## src/rtl/egress_arbiter_if.sv

```systemverilog
// Egress arbiter bus bundle.
// Groups the FIFO-side pop/data signals, the downstream valid/ready stream,
// the init pulse and the counter readback port.
//   master : arbiter side (drives pops, stream outputs, counter readback)
//   slave  : environment side (drives empty flags, FIFO data, readyIn, req/idx, init)
interface egress_if;
    logic        init;
    logic [3:0]  emptyP;
    logic [11:0] dataOutputP0;
    logic [11:0] dataOutputP1;
    logic [11:0] dataOutputP2;
    logic [11:0] dataOutputP3;
    logic        popOutP0;
    logic        popOutP1;
    logic        popOutP2;
    logic        popOutP3;
    logic [11:0] dataOut;
    logic [1:0]  portOut;
    logic        validOut;
    logic        readyIn;
    logic [1:0]  idx;
    logic        req;
    logic [4:0]  counterOut;
    logic        counterValid;

    modport master (
        input  init, emptyP, dataOutputP0, dataOutputP1, dataOutputP2, dataOutputP3,
        input  readyIn, idx, req,
        output popOutP0, popOutP1, popOutP2, popOutP3,
        output dataOut, portOut, validOut, counterOut, counterValid
    );

    modport slave (
        output init, emptyP, dataOutputP0, dataOutputP1, dataOutputP2, dataOutputP3,
        output readyIn, idx, req,
        input  popOutP0, popOutP1, popOutP2, popOutP3,
        input  dataOut, portOut, validOut, counterOut, counterValid
    );
endinterface

```

## src/rtl/egress_arbiter.sv

```systemverilog
// Round-robin egress arbiter: pops four output FIFOs into a 2-entry tagged
// output buffer that feeds a valid/ready stream, and keeps a saturating
// delivered-word counter per port with a one-cycle readback.
// Ports:
//   clk   : rising-edge clock
//   reset : synchronous active-low reset
//   bus   : egress_if.master (FIFO pops/data, output stream, init, counter readback)
module egress_arbiter (
    input  logic     clk,
    input  logic     reset,
    egress_if.master bus
);
    typedef enum logic [1:0] {StReset, StInit, StIdle, StActive} state_e;

    state_e      state_q, state_d;
    logic [1:0]  ptr_q, ptr_d;
    logic        inflight_q, inflight_d;
    logic [1:0]  infl_port_q, infl_port_d;
    logic [13:0] buf_q [2];
    logic [13:0] buf_d [2];
    logic        rd_ptr_q, rd_ptr_d;
    logic        wr_ptr_q, wr_ptr_d;
    logic [1:0]  occ_q, occ_d;
    logic [4:0]  cnt_q [4];
    logic [4:0]  cnt_d [4];
    logic [4:0]  cnt_out_q, cnt_out_d;
    logic        cnt_vld_q, cnt_vld_d;

    logic        xfer, credit_ok, found, pop_en, clear;
    logic [1:0]  gnt, cand, head_port;
    logic [3:0]  pop;
    logic [11:0] port_data [4];

    assign port_data[0] = bus.dataOutputP0;
    assign port_data[1] = bus.dataOutputP1;
    assign port_data[2] = bus.dataOutputP2;
    assign port_data[3] = bus.dataOutputP3;

    assign xfer      = (occ_q != 2'd0) && bus.readyIn;
    assign head_port = buf_q[rd_ptr_q][13:12];

    // First non-empty port at or after the pointer.
    always_comb begin
        found = 1'b0;
        gnt   = ptr_q;
        cand  = ptr_q;
        for (int k = 0; k < 4; k++) begin
            cand = ptr_q + 2'(k);
            if (!found && !bus.emptyP[cand]) begin
                found = 1'b1;
                gnt   = cand;
            end
        end
    end

    // Buffer slots already promised (held + in flight - leaving now) must stay below 2.
    assign credit_ok = ({1'b0, occ_q} + {2'b00, inflight_q}) < (3'd2 + {2'b00, xfer});
    assign pop_en    = (state_q == StActive) && !bus.init && credit_ok && found;
    assign pop       = pop_en ? (4'b0001 << gnt) : 4'b0000;

    always_comb begin
        state_d = state_q;
        case (state_q)
            StReset:  state_d = StInit;
            StInit:   state_d = StIdle;
            StIdle:   if (bus.emptyP != 4'hF) state_d = StActive;
            StActive: if (bus.emptyP == 4'hF && !inflight_q && occ_q == 2'd0) state_d = StIdle;
            default:  state_d = StReset;
        endcase
        if (bus.init && (state_q == StIdle || state_q == StActive)) state_d = StInit;
    end

    // Clear on entry to INIT so nothing stale is visible during the INIT cycle.
    assign clear = (state_d == StInit) || (state_q == StInit);

    always_comb begin
        ptr_d       = pop_en ? gnt + 2'd1 : ptr_q;
        inflight_d  = pop_en;
        infl_port_d = pop_en ? gnt : infl_port_q;

        // FIFO data arrives the cycle after the pop; tag it with the remembered port.
        buf_d = buf_q;
        if (inflight_q) buf_d[wr_ptr_q] = {infl_port_q, port_data[infl_port_q]};
        wr_ptr_d = wr_ptr_q ^ inflight_q;
        rd_ptr_d = rd_ptr_q ^ xfer;
        occ_d    = occ_q + {1'b0, inflight_q} - {1'b0, xfer};

        cnt_d = cnt_q;
        if (xfer && cnt_q[head_port] != 5'd31) cnt_d[head_port] = cnt_q[head_port] + 5'd1;

        // Readback samples the counter before this cycle's increment.
        cnt_vld_d = bus.req && (state_q == StIdle || state_q == StActive);
        cnt_out_d = cnt_vld_d ? cnt_q[bus.idx] : cnt_out_q;

        if (clear) begin
            ptr_d       = 2'd0;
            inflight_d  = 1'b0;
            infl_port_d = 2'd0;
            buf_d       = '{default: '0};
            wr_ptr_d    = 1'b0;
            rd_ptr_d    = 1'b0;
            occ_d       = 2'd0;
            cnt_d       = '{default: '0};
        end
    end

    always_ff @(posedge clk) begin
        if (!reset) begin
            state_q     <= StReset;
            ptr_q       <= 2'd0;
            inflight_q  <= 1'b0;
            infl_port_q <= 2'd0;
            buf_q       <= '{default: '0};
            rd_ptr_q    <= 1'b0;
            wr_ptr_q    <= 1'b0;
            occ_q       <= 2'd0;
            cnt_q       <= '{default: '0};
            cnt_out_q   <= 5'd0;
            cnt_vld_q   <= 1'b0;
        end else begin
            state_q     <= state_d;
            ptr_q       <= ptr_d;
            inflight_q  <= inflight_d;
            infl_port_q <= infl_port_d;
            buf_q       <= buf_d;
            rd_ptr_q    <= rd_ptr_d;
            wr_ptr_q    <= wr_ptr_d;
            occ_q       <= occ_d;
            cnt_q       <= cnt_d;
            cnt_out_q   <= cnt_out_d;
            cnt_vld_q   <= cnt_vld_d;
        end
    end

    assign bus.popOutP0     = pop[0];
    assign bus.popOutP1     = pop[1];
    assign bus.popOutP2     = pop[2];
    assign bus.popOutP3     = pop[3];
    assign bus.dataOut      = buf_q[rd_ptr_q][11:0];
    assign bus.portOut      = head_port;
    assign bus.validOut     = (occ_q != 2'd0);
    assign bus.counterOut   = cnt_out_q;
    assign bus.counterValid = cnt_vld_q;
endmodule
```

## src/flat_wrapper.sv

```systemverilog
// flat-port wrapper written by rule: the top's interface ports become plain ports
module egress_arbiter_flat 
  (clk, reset, bus_init, bus_emptyP, bus_dataOutputP0, bus_dataOutputP1, bus_dataOutputP2, bus_dataOutputP3, bus_readyIn, bus_idx, bus_req, bus_popOutP0, bus_popOutP1, bus_popOutP2, bus_popOutP3, bus_dataOut, bus_portOut, bus_validOut, bus_counterOut, bus_counterValid);
  egress_if bus_i ();
  input  logic clk;
  input  logic reset;
  input wire logic [$bits(bus_i.init)-1:0] bus_init;
  input wire logic [$bits(bus_i.emptyP)-1:0] bus_emptyP;
  input wire logic [$bits(bus_i.dataOutputP0)-1:0] bus_dataOutputP0;
  input wire logic [$bits(bus_i.dataOutputP1)-1:0] bus_dataOutputP1;
  input wire logic [$bits(bus_i.dataOutputP2)-1:0] bus_dataOutputP2;
  input wire logic [$bits(bus_i.dataOutputP3)-1:0] bus_dataOutputP3;
  input wire logic [$bits(bus_i.readyIn)-1:0] bus_readyIn;
  input wire logic [$bits(bus_i.idx)-1:0] bus_idx;
  input wire logic [$bits(bus_i.req)-1:0] bus_req;
  output wire logic [$bits(bus_i.popOutP0)-1:0] bus_popOutP0;
  output wire logic [$bits(bus_i.popOutP1)-1:0] bus_popOutP1;
  output wire logic [$bits(bus_i.popOutP2)-1:0] bus_popOutP2;
  output wire logic [$bits(bus_i.popOutP3)-1:0] bus_popOutP3;
  output wire logic [$bits(bus_i.dataOut)-1:0] bus_dataOut;
  output wire logic [$bits(bus_i.portOut)-1:0] bus_portOut;
  output wire logic [$bits(bus_i.validOut)-1:0] bus_validOut;
  output wire logic [$bits(bus_i.counterOut)-1:0] bus_counterOut;
  output wire logic [$bits(bus_i.counterValid)-1:0] bus_counterValid;
  assign bus_i.init = bus_init;
  assign bus_i.emptyP = bus_emptyP;
  assign bus_i.dataOutputP0 = bus_dataOutputP0;
  assign bus_i.dataOutputP1 = bus_dataOutputP1;
  assign bus_i.dataOutputP2 = bus_dataOutputP2;
  assign bus_i.dataOutputP3 = bus_dataOutputP3;
  assign bus_i.readyIn = bus_readyIn;
  assign bus_i.idx = bus_idx;
  assign bus_i.req = bus_req;
  assign bus_popOutP0 = bus_i.popOutP0;
  assign bus_popOutP1 = bus_i.popOutP1;
  assign bus_popOutP2 = bus_i.popOutP2;
  assign bus_popOutP3 = bus_i.popOutP3;
  assign bus_dataOut = bus_i.dataOut;
  assign bus_portOut = bus_i.portOut;
  assign bus_validOut = bus_i.validOut;
  assign bus_counterOut = bus_i.counterOut;
  assign bus_counterValid = bus_i.counterValid;
  egress_arbiter u_core (.clk(clk), .reset(reset), .bus(bus_i));
endmodule
```

## config.mk

```make
export PLATFORM = sky130hd
export DESIGN_NAME = egress_arbiter_flat
export DESIGN_NICKNAME = d
export VERILOG_FILES = /design/src/rtl/egress_arbiter_if.sv /design/src/rtl/egress_arbiter.sv /design/src/flat_wrapper.sv
export SDC_FILE = /design/constraint.sdc
export NUM_CORES = 1
export LEC_CHECK = 0
export CORE_ASPECT_RATIO = 0.75
export CORE_MARGIN = 3
export CORE_UTILIZATION = 44
export DETAILED_ROUTE_END_ITERATION = 10
export GPL_TIMING_DRIVEN = 0
export PLACE_DENSITY = 0.81
export SLEW_MARGIN = 25
export SYNTH_ARGS = -nofsm -noshare
export SYNTH_HDL_FRONTEND = slang
export SYNTH_SLANG_ARGS = --single-unit
```

## constraint.sdc

```tcl
create_clock -name clk -period 3.3 [get_ports clk]
set_input_delay 0.825 -clock clk [delete_from_list [all_inputs] [get_ports clk]]
set_output_delay 0.825 -clock clk [all_outputs]
set_load 0.02 [all_outputs]
```

==> results of run 1 <==
## repair_timing
action | CTS | global route
hold buffers | 0 | 0
hold endpoints to repair | 0 | 0
pin swaps | 8 | 2
buffers inserted | 12 | 4
setup endpoints to repair | 24 | 19
resized for setup | 22 | 8
## power by group
| group | internal [mW] | switching, mW |
|---|---|---|
| logic | 0.0869 | 0.0490 |
| clock network | 0.367 | 0.306 |
| registers | 0.787 | 0.00134 |
| total | 1.24 | 0.357 |
## synthesized netlist by cell type
library cell and count:
buf_6 1, clkbuf_1 15, mux2_4 1, a21oi_1 16
nor3_1 8, buf_2 4, a311oi_1 3, nand2_1 22
mux2_2 14, nor3b_1 1, clkinv_4 1, o21ai_0 12
mux2i_1 49, inv_2 1, dfxtp_1 65, a21boi_0 1
and2_1 6, a211oi_1 4, nand4_1 7, inv_1 8
o21a_1 2, nand4b_1 3, a31oi_1 2, nor2b_1 3
nor4_4 4, mux2i_4 1, ha_1 12, or2_2 1
nor2_1 57, mux4_2 17, and3_1 3, nand3_1 5
xor2_1 2, xnor2_1 2, o211a_1 1, o21ai_2 1
## layer usage
layer	GRT usage (%)	vias up	wire, um
met2	33.4	107	4660
met1	30.7	1509	4410
met3	4.56	24	460
met5	0	-	0
li1	-	1494	-
met4	6.91	0	203
## registers in the layout (all words and copies together), names as in the netlist
register                 flops
u_core.wr_ptr_q              1
u_core.occ_q                 2
u_core.inflight_q            1
u_core.infl_port_q           2
u_core.ptr_q                 2
u_core.bus.counterValid      1
u_core.cnt_q                20
u_core.buf_q                28
u_core.state_q               2
u_core.rd_ptr_q              1
u_core.bus.counterOut        5
## how the worst max path moves through the flow
stage                     slack [ns]          endpoint            start
after global placement         -0.62      bus_popOutP2      bus_readyIn
after floorplan                 0.17  u_core.cnt_q[11]  u_core.rd_ptr_q
after detailed placement       -0.64      bus_popOutP0    bus_emptyP[0]
after global routing           0.002      bus_popOutP0         bus_init
final                           0.06      bus_popOutP0         bus_init
after CTS                      0.008  u_core.cnt_q[13]  u_core.rd_ptr_q
## kinds of logic after synthesis
family,after synthesis,share of synthesized area [%]
AOI/OAI and AO/OA,42,7.07
xor gates and xnor gates,4,0.990
adders and majority gates,12,4.24
buffers and inverters,30,3.67
DFF,65,36.7
muxes,82,30.2
and+or+nand+nor,120,17.1
## worst max-delay path: stages
cell and delay [ns]:
clkdlybuf4s50_1 0.48, nor2b_4 0.18, nand4b_1 0.17, nor2_4 0.19
buf_6 0.17, and2_1 0.14, clkdlybuf4s15_2 0.26
## final cells by class
class / instances / area share (%)
timing repair buffer: 98 / 19.5
buffer: 20 / 1.86
sequential: 65 / 26.8
clock buffer: 11 / 2.91
multi-input combinational: 260 / 44.3
clock inverter: 5 / 1.13
tap: 101 / 2.61
inverter: 10 / 0.877
## per-stage QoR
stage / cell area [um2] / util, % / setup TNS [ns]
after detailed placement: 4490 / 59.3 / -5.68
after floorplan: 3540 / - / 0
after global routing: 4850 / 64.1 / 0
after global placement: 4490 / 59.3 / -3.75
after CTS: 4800 / 63.4 / 0
final: 4850 / 64.1 / 0
==> results.md, run 1 <==
* Peak supply drop at 0.179 mV
* Worst setup SP type: input port
* WP data arrival at 2.42 ns
* Synthesized net count at 426
* TritonCTS clock tree: yes
* Multi-input logic area at 2150 um2
* Leakage dissipation at 1.70 nW
* Vias per cell at 5.50
* Tightest Pin Transition at 0.830 ns
* DP Wirelength at 6.96 mm
* Total Routing Usage GR at 21.8%
* Cells after Synth at 355
* Row cnt at 27
* Drt pass-1 iters at 5
* Worst Clk Skew at 0.0134 ns
* RSZ-0062 raised after global routing: no
* Slew HR at 44.7%
* Reg-to-Reg Start: u_core.rd_ptr_q
* Yosys warns at 0
* Total power draw at 1.60 mW
* Setup CP Type: input port to primary output
* Drt wl/cell at 17.1 um
* Core area at 7570 um2
* Commonest non-fill, non-tap cell in the layout: clkdlybuf4s50_1
* CP Data Required Time at 2.47 ns
* Hold slack at 0.457 ns
* Start point of the worst hold path: u_core.bus.counterOut[0]
* Final setup viols at 0
* Power Density at 329 nW/um2
* Fill cells at 609
* Share of the synthesized area in the top cell type at 36.7%
* DIE HEIGHT at 83.7 um
* CTS Buf Count at 9
* H-tree levels at 3
* Overflow after GRT at 0
* Post-route minimum period at 3.24 ns
* Vias in the first global route at 3191
* Clk slew on worst S/H paths at 0.07 ns
* Most frequent cells in the layout: 74 x clkdlybuf4s50_1, 65 x dfxtp_1, 56 x nor2_1
* Routed wire length at 9.73 mm
* Drt drc at 0
* Sink Count at 65
* Hold Path End: u_core.bus.counterOut[0]
* Clock latency on the worst-skew pair at 0.35 ns
* Placed insts at 538
* Width of the die at 110 um
* R2R Setup Slk at 0.19 ns
* Via count at 3134
* Yosys reg bits at 65
* Nets at 535
* Fmax at 308 MHz
* End of the worst register-to-register path: u_core.cnt_q[19]
* Status: finished, final reports clean
* Largest net degree at the start of global routing at 12
* Port buffer count at 82
* Avg Inst Size Synth at 9.97 um2
* DR iter-0 viols at 261
* Longest Clk Path Bufs at 2
* Post-synthesis sequential area ratio at 36.7%
* Hold depth at 2
* HP Class: flip-flop to flip-flop
* Initial Util at 46.8%
* Post-route insts no fill at 570
* CP Capture Type: primary output
* Register-to-Register Path Depth at 14
* Ports at 84
* Synth area leader: dfxtp_1
* Global-route wire length before repair at 15.8 mm
* Diodes inserted at 0
* Fraction of layout cells with a size suffix above 1 at 19.0%
* Post-Syn Area at 3540 um2
* Slew Viols, Final at 0
* Max-cap violations at 0
* Place WS at -0.644 ns
* Initial antenna violation count at 0
* Final worst slack at 0.0577 ns
* Maximum fanout along the worst path at 9
* GP Congestion at 0.954
* FF/Latch Area at 1300 um2
* Hold Fails Final Rpt at 0
* Final Cycle Share at 98.3%
* Largest cells by area after synthesis: dfxtp_1 37%, mux2i_1 14%, mux4_2 11%
* Synth cell types at 36
* Routed Antenna Nets at 0
* Clock Tree Root: clkbuf_8
* Area growth, synth to finish at 37.0%
* Die area at 9170 um2
Note: power is estimated with default switching activity, not from simulation.
==> inputs of run 2 (changes only) <==
- clock period: 3.3 -> 3.8 ns (I/O delays scaled with it)
==> results.md, run 2 (synthesized netlist as in run 1, its figures left out) <==
* Status: finished, final reports clean (unchanged)
* Max-cap violations at 0 (unchanged)
* Worst setup SP type: input port (unchanged)
* DP Wirelength at 6.96 mm (unchanged)
* Final worst slack at 0.0969 ns (was 0.0577 ns)
* Tightest Pin Transition at 0.822 ns (was 0.830 ns)
* Sw Pwr at 0.310 mW (was 0.357 mW)
* Clock Tree Root: clkbuf_8 (unchanged)
* Initial antenna violation count at 0 (unchanged)
* Routed wire length at 9.40 mm (was 9.73 mm)
* Core area at 7570 um2 (unchanged)
* Hold Fails Final Rpt at 0 (unchanged)
* Longest Clk Path Bufs at 2 (unchanged)
* Total power draw at 1.39 mW (was 1.60 mW)
* DIE HEIGHT at 83.7 um (unchanged)
* Area growth, synth to finish at 33.7% (was 37.0%)
* Most frequent cells in the layout: 75 x clkdlybuf4s50_1, 65 x dfxtp_1, 56 x nor2_1 (was 74 x clkdlybuf4s50_1, 65 x dfxtp_1, 56 x nor2_1)
* Drt wl/cell at 16.9 um (was 17.1 um)
* Slew Viols, Final at 0 (unchanged)
* CP Capture Type: primary output (unchanged)
* CTS Buf Count at 9 (unchanged)
* RSZ-0062 raised after global routing: no (unchanged)
* Clock power share at 42.3% (was 42.1%)
* Overflow after GRT at 0 (unchanged)
* Drt pass-1 iters at 5 (unchanged)
* Clock latency on the worst-skew pair at 0.35 ns (about the same)
* Fmax at 270 MHz
* Via count at 3038 (was 3134)
* Post-route minimum period at 3.70 ns
* Die area at 9170 um2 (unchanged)
* Ports at 84 (unchanged)
* Nets at 522 (was 535)
* Worst Clk Skew at 0.0139 ns (was 0.0134 ns)
* Drt drc at 0 (unchanged)
* Biggest register: u_core.buf_q (unchanged)
* Slew HR at 45.2% (was 44.7%)
* Fraction of layout cells with a size suffix above 1 at 15.1% (was 19.0%)
* Vias in the first global route at 3129 (was 3191)
* Port buffer count at 82 (unchanged)
* Peak supply drop at 0.155 mV (was 0.179 mV)
* Max reg flops at 28 (unchanged)
* WP data arrival at 2.75 ns (was 2.42 ns)
* Global-route wire length before repair at 15.4 mm (was 15.8 mm)
* Initial Util at 46.8% (unchanged)
* Largest net degree at the start of global routing at 12 (unchanged)
* CP Data Required Time at 2.85 ns (was 2.47 ns)
* Routed Antenna Nets at 0 (unchanged)
* Width of the die at 110 um (unchanged)
* Clk slew on worst S/H paths at 0.07 ns (about the same)
* Maximum fanout along the worst path at 7 (was 9)
* Total Routing Usage GR at 21.3% (was 21.8%)
* Sink Count at 65 (unchanged)
* GP Congestion at 0.954 (unchanged)
* Diodes inserted at 0 (unchanged)
* Final Cycle Share at 97.5%
* Cell-internal power at 1.08 mW (was 1.24 mW)
* H-tree levels at 3 (unchanged)
* HP Class: flip-flop to flip-flop (unchanged)
* Hold slack at 0.456 ns (was 0.457 ns)
* Comb pwr share at 8.3% (was 8.5%)
* Setup CP Type: input port to primary output (unchanged)
* Final setup viols at 0 (unchanged)
* Sw frac at 22.4% (was 22.3%)
* DR iter-0 viols at 246 (was 261)
* Vias per cell at 5.45 (was 5.50)
* Row cnt at 27 (unchanged)
* TritonCTS clock tree: yes (unchanged)
* Power Density at 293 nW/um2 (was 329 nW/um2)
* Place WS at -0.394 ns (was -0.644 ns)
* Leakage dissipation at 1.67 nW (was 1.70 nW)
* Reg power frac at 49.4% (was 49.3%)
* Commonest non-fill, non-tap cell in the layout: clkdlybuf4s50_1 (unchanged)
run 2: timing repair:
action                                  CTS  global route
pin swaps                                 4             2
resized for setup                         7             7
setup buffers                             3             0
endpoints found under the setup margin    4             4
gates cloned                              0             0
hold buffers                              0             0
run 2: final timing paths:
path	startpoint	endpoint	slack, ns	depth (start not counted)
setup reg to reg	u_core.rd_ptr_q	u_core.cnt_q[9]	0.20	14
hold / removal	u_core.bus.counterOut[0]	u_core.bus.counterOut[0]	0.46	2
setup / recovery	bus_emptyP[3]	bus_popOutP0	0.1	7
hold reg to reg	u_core.bus.counterOut[0]	u_core.bus.counterOut[0]	0.46	2
run 2: power by group through the flow:
stage          Sequential (mW)  Combinational, mW  Clock, mW
2_1_floorplan            0.700             0.0365          0
5_1_grt                  0.684              0.124      0.623
3_3_place_gp             0.700              0.107          0
4_1_cts                  0.684              0.114      0.597
3_5_place_dp             0.700              0.111          0
6_report                 0.684              0.115      0.586
run 2: layout make-up:
cell class | count | area [um2]
inverters | 10 | 42.5
repair buffers | 85 | 846
flip-flops and latches | 65 | 1300
plain buffers | 20 | 87.6
clock inverters | 5 | 55.1
multi-input cells | 260 | 2130
fillers | 635 | 2830
clock buffers | 11 | 141
well taps | 101 | 126
run 2: worst max-delay path, stage by stage:
cell and delay [ns]:
clkdlybuf4s50_1 0.49, nand4_1 0.26, nand4b_1 0.19, nor2_4 0.18, buf_4 0.20, and2_1 0.14
dlygate4sd2_1 0.33
run 2: per-stage QoR:
stage	TNS, ns	cells	instance area, um2	utilization, %
3_3_place_gp	-1.48	538	4490	59.3
5_1_grt	0	557	4730	62.6
6_report	0	557	4730	62.6
4_1_cts	0	557	4710	62.3
2_1_floorplan	0	355	3540	-
3_5_place_dp	-1.52	538	4490	59.3
run 2: layer usage:
metal | wire, um | track usage, % | vias to the layer above | share of wire [%]
met5 | 0 | 0 | - | 0
met4 | 180 | 6.68 | 0 | 1.9
met3 | 562 | 4.49 | 18 | 6.0
met2 | 4360 | 32.2 | 91 | 46
met1 | 4300 | 30.3 | 1457 | 46
li1 | - | - | 1472 | -
==> inputs of run 3 (changes only) <==
- TNS_END_PERCENT: default -> 100
==> results of run 3 <==
The final DEF is identical to that of run 2; final timing and power are the same.
